**src/rtl/error_accumulator_engine_if.sv**
```systemverilog
// Bus between the error accumulator engine and its neighbours: pass control
// from the CU, the shared x/y sample-memory read port and the error-memory write port.
interface error_accumulator_engine_if #(
    parameter int DATA_W = 16,
    parameter int ADDR_W = 8,
    parameter int ACC_W  = 32
);
    // start is accepted only while the engine is idle; done is a one-cycle pulse.
    // mem_rd qualifies mem_addr, and x_data/y_data must be valid the following cycle.
    // err_we qualifies err_addr/err_data. There is no back-pressure on either memory port.
    logic              start;
    logic [ADDR_W:0]   n_samples;
    logic [DATA_W-1:0] b0;
    logic [DATA_W-1:0] b1;
    logic [ADDR_W-1:0] mem_addr;
    logic              mem_rd;
    logic [DATA_W-1:0] x_data;
    logic [DATA_W-1:0] y_data;
    logic              err_we;
    logic [ADDR_W-1:0] err_addr;
    logic [DATA_W-1:0] err_data;
    logic [ACC_W-1:0]  sum_e;
    logic [ACC_W-1:0]  sum_ex;
    logic              busy;
    logic              done;

    modport slave (
        input  start, n_samples, b0, b1, x_data, y_data,
        output mem_addr, mem_rd, err_we, err_addr, err_data, sum_e, sum_ex, busy, done
    );

    modport master (
        output start, n_samples, b0, b1, x_data, y_data,
        input  mem_addr, mem_rd, err_we, err_addr, err_data, sum_e, sum_ex, busy, done
    );
endinterface

```
**src/rtl/error_accumulator_engine.sv**
```systemverilog
// Computes e_i = y_i - (b0 + b1*x_i) for every stored sample, writes it to the
// error memory and accumulates sum_e and sum_ex for the coefficient-update unit.
module error_accumulator_engine #(
    parameter int DATA_W = 16,
    parameter int FRAC   = 8,
    parameter int N_MAX  = 150,
    parameter int ACC_W  = 32
) (
    input  logic                             clk,
    input  logic                             rst,
    error_accumulator_engine_if.slave        bus_io,
    output logic [2:0]                       dbg_state_o
);
    localparam int ADDR_W = $clog2(N_MAX);
    localparam int NW     = ADDR_W + 1;
    localparam int PW     = 2 * DATA_W;

    typedef enum logic [2:0] {
        S_IDLE  = 3'd0,
        S_READ  = 3'd1,
        S_CALC  = 3'd2,
        S_WRITE = 3'd3,
        S_DONE  = 3'd4
    } state_t;

    state_t                   state_q;
    logic [ADDR_W-1:0]        idx_q;
    logic [ADDR_W-1:0]        mem_addr_q;
    logic [ADDR_W-1:0]        err_addr_q;
    logic [NW-1:0]            n_q;
    logic signed [DATA_W-1:0] b0_q;
    logic signed [DATA_W-1:0] b1_q;
    logic signed [DATA_W-1:0] x_q;
    logic signed [DATA_W-1:0] err_data_q;
    logic [ACC_W-1:0]         sum_e_q;
    logic [ACC_W-1:0]         sum_ex_q;
    logic                     mem_rd_q;
    logic                     err_we_q;
    logic                     busy_q;
    logic                     done_q;

    logic [NW-1:0]            n_clamp;
    logic signed [DATA_W-1:0] x_s;
    logic signed [DATA_W-1:0] y_s;
    logic signed [DATA_W-1:0] e_calc;
    logic signed [PW-1:0]     bx_prod;
    logic signed [PW-1:0]     ex_prod;
    logic                     last_sample;

    assign n_clamp = (bus_io.n_samples > NW'(N_MAX)) ? NW'(N_MAX) : bus_io.n_samples;
    assign x_s     = bus_io.x_data;
    assign y_s     = bus_io.y_data;

    // Full-width products; the error itself wraps to DATA_W after the shift.
    assign bx_prod     = PW'(b1_q) * PW'(x_s);
    assign e_calc      = y_s - b0_q - DATA_W'(bx_prod >>> FRAC);
    assign ex_prod     = PW'(err_data_q) * PW'(x_q);
    assign last_sample = ({1'b0, idx_q} == n_q - NW'(1));

    always_ff @(posedge clk or posedge rst) begin
        if (rst) begin
            state_q    <= S_IDLE;
            idx_q      <= '0;
            mem_addr_q <= '0;
            err_addr_q <= '0;
            n_q        <= '0;
            b0_q       <= '0;
            b1_q       <= '0;
            x_q        <= '0;
            err_data_q <= '0;
            sum_e_q    <= '0;
            sum_ex_q   <= '0;
            mem_rd_q   <= 1'b0;
            err_we_q   <= 1'b0;
            busy_q     <= 1'b0;
            done_q     <= 1'b0;
        end else begin
            mem_rd_q <= 1'b0;
            err_we_q <= 1'b0;
            done_q   <= 1'b0;
            case (state_q)
                S_IDLE: begin
                    if (bus_io.start) begin
                        n_q      <= n_clamp;
                        b0_q     <= bus_io.b0;
                        b1_q     <= bus_io.b1;
                        idx_q    <= '0;
                        sum_e_q  <= '0;
                        sum_ex_q <= '0;
                        if (n_clamp == '0) begin
                            state_q <= S_DONE;
                            done_q  <= 1'b1;
                        end else begin
                            state_q    <= S_READ;
                            mem_rd_q   <= 1'b0 | 1'b1;
                            mem_addr_q <= '0;
                            busy_q     <= 1'b1;
                        end
                    end
                end
                S_READ: begin
                    state_q <= S_CALC;
                end
                S_CALC: begin
                    x_q        <= x_s;
                    err_data_q <= e_calc;
                    err_addr_q <= idx_q;
                    err_we_q   <= 1'b1;
                    state_q    <= S_WRITE;
                end
                S_WRITE: begin
                    sum_e_q  <= sum_e_q + ACC_W'(err_data_q);
                    sum_ex_q <= sum_ex_q + ACC_W'(ex_prod >>> FRAC);
                    if (last_sample) begin
                        state_q <= S_DONE;
                        done_q  <= 1'b1;
                        busy_q  <= 1'b0;
                    end else begin
                        idx_q      <= idx_q + ADDR_W'(1);
                        mem_addr_q <= idx_q + ADDR_W'(1);
                        mem_rd_q   <= 1'b1;
                        state_q    <= S_READ;
                    end
                end
                S_DONE: begin
                    state_q <= S_IDLE;
                end
                default: begin
                    state_q <= S_IDLE;
                    busy_q  <= 1'b0;
                end
            endcase
        end
    end

    assign bus_io.mem_addr = mem_addr_q;
    assign bus_io.mem_rd   = mem_rd_q;
    assign bus_io.err_we   = err_we_q;
    assign bus_io.err_addr = err_addr_q;
    assign bus_io.err_data = err_data_q;
    assign bus_io.sum_e    = sum_e_q;
    assign bus_io.sum_ex   = sum_ex_q;
    assign bus_io.busy     = busy_q;
    assign bus_io.done     = done_q;
    assign dbg_state_o     = state_q;
endmodule

```
**src/flat_wrapper.sv**
```systemverilog
// flat-port wrapper written by rule: the top's interface ports become plain ports
module error_accumulator_engine_flat 
#(
    parameter int DATA_W = 16,
    parameter int FRAC   = 8,
    parameter int N_MAX  = 150,
    parameter int ACC_W  = 32
)
  (clk, rst, dbg_state_o, bus_io_start, bus_io_n_samples, bus_io_b0, bus_io_b1, bus_io_x_data, bus_io_y_data, bus_io_mem_addr, bus_io_mem_rd, bus_io_err_we, bus_io_err_addr, bus_io_err_data, bus_io_sum_e, bus_io_sum_ex, bus_io_busy, bus_io_done);
  error_accumulator_engine_if #(.DATA_W(DATA_W), .ADDR_W((8)), .ACC_W(ACC_W)) bus_io_i ();
  input  logic clk;
  input  logic rst;
  output logic [2:0] dbg_state_o;
  input wire logic [$bits(bus_io_i.start)-1:0] bus_io_start;
  input wire logic [$bits(bus_io_i.n_samples)-1:0] bus_io_n_samples;
  input wire logic [$bits(bus_io_i.b0)-1:0] bus_io_b0;
  input wire logic [$bits(bus_io_i.b1)-1:0] bus_io_b1;
  input wire logic [$bits(bus_io_i.x_data)-1:0] bus_io_x_data;
  input wire logic [$bits(bus_io_i.y_data)-1:0] bus_io_y_data;
  output wire logic [$bits(bus_io_i.mem_addr)-1:0] bus_io_mem_addr;
  output wire logic [$bits(bus_io_i.mem_rd)-1:0] bus_io_mem_rd;
  output wire logic [$bits(bus_io_i.err_we)-1:0] bus_io_err_we;
  output wire logic [$bits(bus_io_i.err_addr)-1:0] bus_io_err_addr;
  output wire logic [$bits(bus_io_i.err_data)-1:0] bus_io_err_data;
  output wire logic [$bits(bus_io_i.sum_e)-1:0] bus_io_sum_e;
  output wire logic [$bits(bus_io_i.sum_ex)-1:0] bus_io_sum_ex;
  output wire logic [$bits(bus_io_i.busy)-1:0] bus_io_busy;
  output wire logic [$bits(bus_io_i.done)-1:0] bus_io_done;
  assign bus_io_i.start = bus_io_start;
  assign bus_io_i.n_samples = bus_io_n_samples;
  assign bus_io_i.b0 = bus_io_b0;
  assign bus_io_i.b1 = bus_io_b1;
  assign bus_io_i.x_data = bus_io_x_data;
  assign bus_io_i.y_data = bus_io_y_data;
  assign bus_io_mem_addr = bus_io_i.mem_addr;
  assign bus_io_mem_rd = bus_io_i.mem_rd;
  assign bus_io_err_we = bus_io_i.err_we;
  assign bus_io_err_addr = bus_io_i.err_addr;
  assign bus_io_err_data = bus_io_i.err_data;
  assign bus_io_sum_e = bus_io_i.sum_e;
  assign bus_io_sum_ex = bus_io_i.sum_ex;
  assign bus_io_busy = bus_io_i.busy;
  assign bus_io_done = bus_io_i.done;
  error_accumulator_engine #(.DATA_W(DATA_W), .FRAC(FRAC), .N_MAX(N_MAX), .ACC_W(ACC_W)) u_core (.clk(clk), .rst(rst), .bus_io(bus_io_i), .dbg_state_o(dbg_state_o));
endmodule
```
**config.mk**
```make
export PLATFORM = sky130hd
export DESIGN_NAME = error_accumulator_engine_flat
export DESIGN_NICKNAME = d
export VERILOG_FILES = /design/src/rtl/error_accumulator_engine_if.sv /design/src/rtl/error_accumulator_engine.sv /design/src/flat_wrapper.sv
export SDC_FILE = /design/constraint.sdc
export NUM_CORES = 2
export LEC_CHECK = 0
export CAP_MARGIN = 0
export CELL_PAD_IN_SITES_DETAIL_PLACEMENT = 1
export CELL_PAD_IN_SITES_GLOBAL_PLACEMENT = 1
export CORE_MARGIN = 1
export CORE_UTILIZATION = 50
export DETAILED_ROUTE_END_ITERATION = 10
export GPL_TIMING_DRIVEN = 0
export HOLD_SLACK_MARGIN = 0.05
export PLACE_DENSITY_LB_ADDON = 0.15
export REMOVE_ABC_BUFFERS = 1
export SYNTH_ARGS = -nofsm -noshare
export SYNTH_HDL_FRONTEND = slang
export SYNTH_SLANG_ARGS = --single-unit
```
**constraint.sdc**
```tcl
create_clock -name clk -period 21.6 [get_ports clk]
set_input_delay 2.16 -clock clk [delete_from_list [all_inputs] [get_ports clk]]
set_output_delay 2.16 -clock clk [all_outputs]
set_load 0.005 [all_outputs]
```
==> summary.md <==
| Metric | Value |
|---|---|
| CP dominant cell by count | `fa_1` |
| Nets@finish | `3921` |
| Worst skew pair latency | `460 ps` |
| Tot GR Track Use | `29.8%` |
| RSZ-0062 raised after global routing | `false` |
| Post-synth top area cell | `fa_1` |
| Count leader, synth | `inv_1` |
| Drt via density | `roughly 5.5` |
| Critical path required time | `21930 ps` |
| Detailed-route wire length | `just under 80000 microns` |
| Post-synth top cells | `inv_1 (579), nand2_1 (532), fa_1 (464)` |
| Async S/R FF share, synth | `between 90% and 100%` |
| Filler cells | `6337` |
| Primary FF master, synth | `dfrtp_1` |
| Flops & latches, synth | `168` |
| Synth warn | `0` |
| CTS tree | `built` |
| Die Y | `~240 microns` |
| CP max FO | `17` |
| HPWL after DPL | `63500 microns` |
| Slowest stage cell on the critical path | `clkdlybuf4s50_1` |
| Max Clk Rate | `94.0 MHz` |
| Post-CTS setup buffer count | `0` |
| Core Area | `0.0538 sq mm` |
| Startpoint types | `input pin` |
| Area grow syn2layout | `11.0%` |
| Crit path capture type | `flip-flop` |
| Largest cells by area after synthesis | `fa_1 (34%), dfrtp_1 (15%), ha_1 (11%), inv_1 (8.0%), nand2_1 (7.3%)` |
| Post-synthesis cell area | `0.0272 sq mm` |
| Number of max-cap violations | `0` |
| Total congestion overflow | `0` |
| Synth unique cells | `just over 60` |
| Setup violators final | `0` |
| Antenna-violating nets left | `0` |
| CTS max path bufs | `2` |
| Initial antenna violation count | `3` |
| Slew headroom | `29.5%` |
| Final min period | `around 11000 ps` |
| Post-Synthesis Cells | `3055` |
| Drt initial violations | `843` |
| Drt drc | `0` |
| Syn avg cell area | `8.91 sq um` |
| Clock Skews | `between 10 and 15 ps` |
| Share of cells above drive strength 1 | `between 2 and 2.5%` |
| HP Class | `reg2reg` |
| FP Rows | `85` |
| CTS clk-pin slew, worst paths | `70 ps` |
| Die W | `approximately 240 microns` |
| WS Path Type | `in2reg` |
| Top cell type's share of synthesized area | `between 30% and 40%` |
| Initial Util | `50.6%` |
| Number of global-route vias before repair | `24600` |
| Worst Max-Slew Pin Slew | `1060 ps` |
| Hold Buf Count CTS | `0` |
| Pins over their slew limit | `0` |
| Crit path largest cell delay | `1030 ps` |
| Via count | `~21000` |
| Worst EP arrival | `between 10000 and 15000 ps` |
| IO Port Bufs | `178` |
| RePlAce Congestion | `between 0.8 and 0.9` |
| IO Count | `179` |
| Die ar. | `0.0554 sq mm` |
| Worst Path Buf+Inv | `5` |
| Total negative setup slack | `0 ps` |
| Delay-heaviest family, CP | `adder cells` |
| Tcrit/Tclk final | `about half` |
| Post_cts resized | `0` |
| Hold Fails Final Rpt | `0` |
| Mean routed wirelength per cell | `20.6 microns` |
| First-pass GRT wire length | `130000 microns` |
| Total CTS buffers | `17` |
| Root buffer cell | `clkbuf_16` |
| CTS sink cnt | `168` |
| Pin count of the biggest net entering global routing | `91` |
| Status | `completed` |
| Post-synth EDFFs | `0` |
| DRT Pass-1 Iters | `5` |
| CTS H-tree lvls | `4` |
| Register area share after synthesis | `15.4%` |
-- kinds of logic (layout without fill, tap and decap cells) --
logic type,Yosys count,count (layout),share of synthesized area [%]
flops,168,168,15.4
other cells,0,2,0
mux,3,3,0.110
xor+xnor,150,150,4.85
fa+ha+maj,695,695,44.7
simple gates,955,955,16.2
compound gates,391,391,9.12
buf+inv,693,801,9.56
-- placed cells by master, fill, tap and decap left out, types with 6 or more instances in the layout --
cell / synthesis / routed
nor3_1: 17 / 17
nor4_1: 6 / 6
clkdlybuf4s50_1: 0 / 178
nand2b_1: 26 / 26
and3_1: 9 / 9
nor2b_1: 12 / 12
ha_1: 231 / 231
a21o_1: 48 / 48
o21bai_1: 18 / 18
a211o_1: 6 / 6
nand4_1: 14 / 14
nor2_1: 80 / 79
o21ai_0: 130 / 130
nand3_1: 26 / 26
a22o_1: 9 / 9
clkbuf_16: 0 / 17
fa_1: 464 / 464
inv_1: 579 / 578
or2_2: 8 / 8
a32o_1: 6 / 6
o21a_1: 13 / 13
xnor2_1: 103 / 103
xor2_1: 46 / 46
a211oi_1: 16 / 16
o31ai_1: 6 / 6
o211ai_1: 8 / 8
nand2_1: 532 / 532
and2_1: 207 / 207
a21oi_1: 81 / 81
dfrtp_1: 168 / 167
a31oi_1: 16 / 16
-- sequential cells by signal, indices dropped and copies added (netlist names), 3 cells and up --
register,cells
u_core.b1_q,16
u_core.x_q,16
u_core.n_q,9
u_core.idx_q,8
u_core.bus_io.mem_addr,8
u_core.b0_q,16
u_core.bus_io.err_addr,8
u_core.bus_io.sum_ex,32
u_core.dbg_state_o,3
u_core.bus_io.sum_e,32
u_core.bus_io.err_data,16
-- through the flow --
| step | instances | setup WS [ps] | utilization (%) | hold slack (ps) | cell area [sq um] |
|---|---|---|---|---|---|
| after floorplan | 2941 | 12780 | - | 452 | 26800 |
| after global placement | 3815 | 6160 | 54.7 | 469 | 29500 |
| after detailed placement | 3827 | 10510 | 55.1 | 465 | 29700 |
| after CTS | 3859 | 10940 | 56.2 | 499 | 30200 |
| after global routing | 3861 | 10560 | 56.2 | 517 | 30200 |
| final | 3861 | 10960 | 56.2 | 497 | 30200 |
-- worst reg2reg max path: cells and delay by family, from the launching register on --
kind / cells / cell delay (ps)
AO/OA/AOI/OAI: 14 / 3670
XOR/XNOR: 1 / 280
adder cells (fa/ha/maj): 8 / 3790
buffers and inverters: 3 / 290
flip-flops: 1 / 910
AND/OR/NAND/NOR: 6 / 950
-- path summary, 6_finish.rpt --
path / slack, ps / end / startpoint / cells past startpoint
setup / recovery: 10960 / u_core.bus_io.err_data[15] / bus_io_x_data[4] / 28
hold / removal: 500 / u_core.bus_io.mem_addr[0] / u_core.bus_io.mem_addr[0] / 1
setup reg to reg: 11600 / u_core.bus_io.sum_ex[26] / u_core.bus_io.err_data[15] / 32
hold reg to reg: 500 / u_core.bus_io.mem_addr[0] / u_core.bus_io.mem_addr[0] / 1
max in group asynchronous: 18540 / u_core.bus_io.sum_ex[1] / rst / 3
min in group asynchronous: 2180 / u_core.bus_io.mem_addr[6] / rst / 2
-- cell type report --
| cell class | instances | area (sq um) | area share, % |
|---|---|---|---|
| Clock inverter | 13 | 120 | 0.397 |
| Timing Repair Buffer | 190 | 1970 | 6.51 |
| Multi-Input combinational cell | 2194 | 20400 | 67.6 |
| Inverter | 579 | 2180 | 7.21 |
| Clock buffer | 19 | 433 | 1.43 |
| Tap cell | 696 | 871 | 2.88 |
| Sequential cell | 168 | 4210 | 13.9 |
| Antenna cell | 2 | 5.00 | 0.0166 |
-- routing by layer --
| layer | up-vias | share of wire [%] | global-route usage (%) |
|---|---|---|---|
| li1 | 9609 | - | - |
| met1 | 11200 | 40 | 35.9 |
| met2 | 396 | 54 | 55.4 |
| met3 | 132 | 2.7 | 2.70 |
| met4 | 0 | 3.2 | 10.2 |
| met5 | - | 0 | 0 |
Power is not shown: default switching activity piles up to over one toggle a cycle in this logic, so the estimate is an artifact.
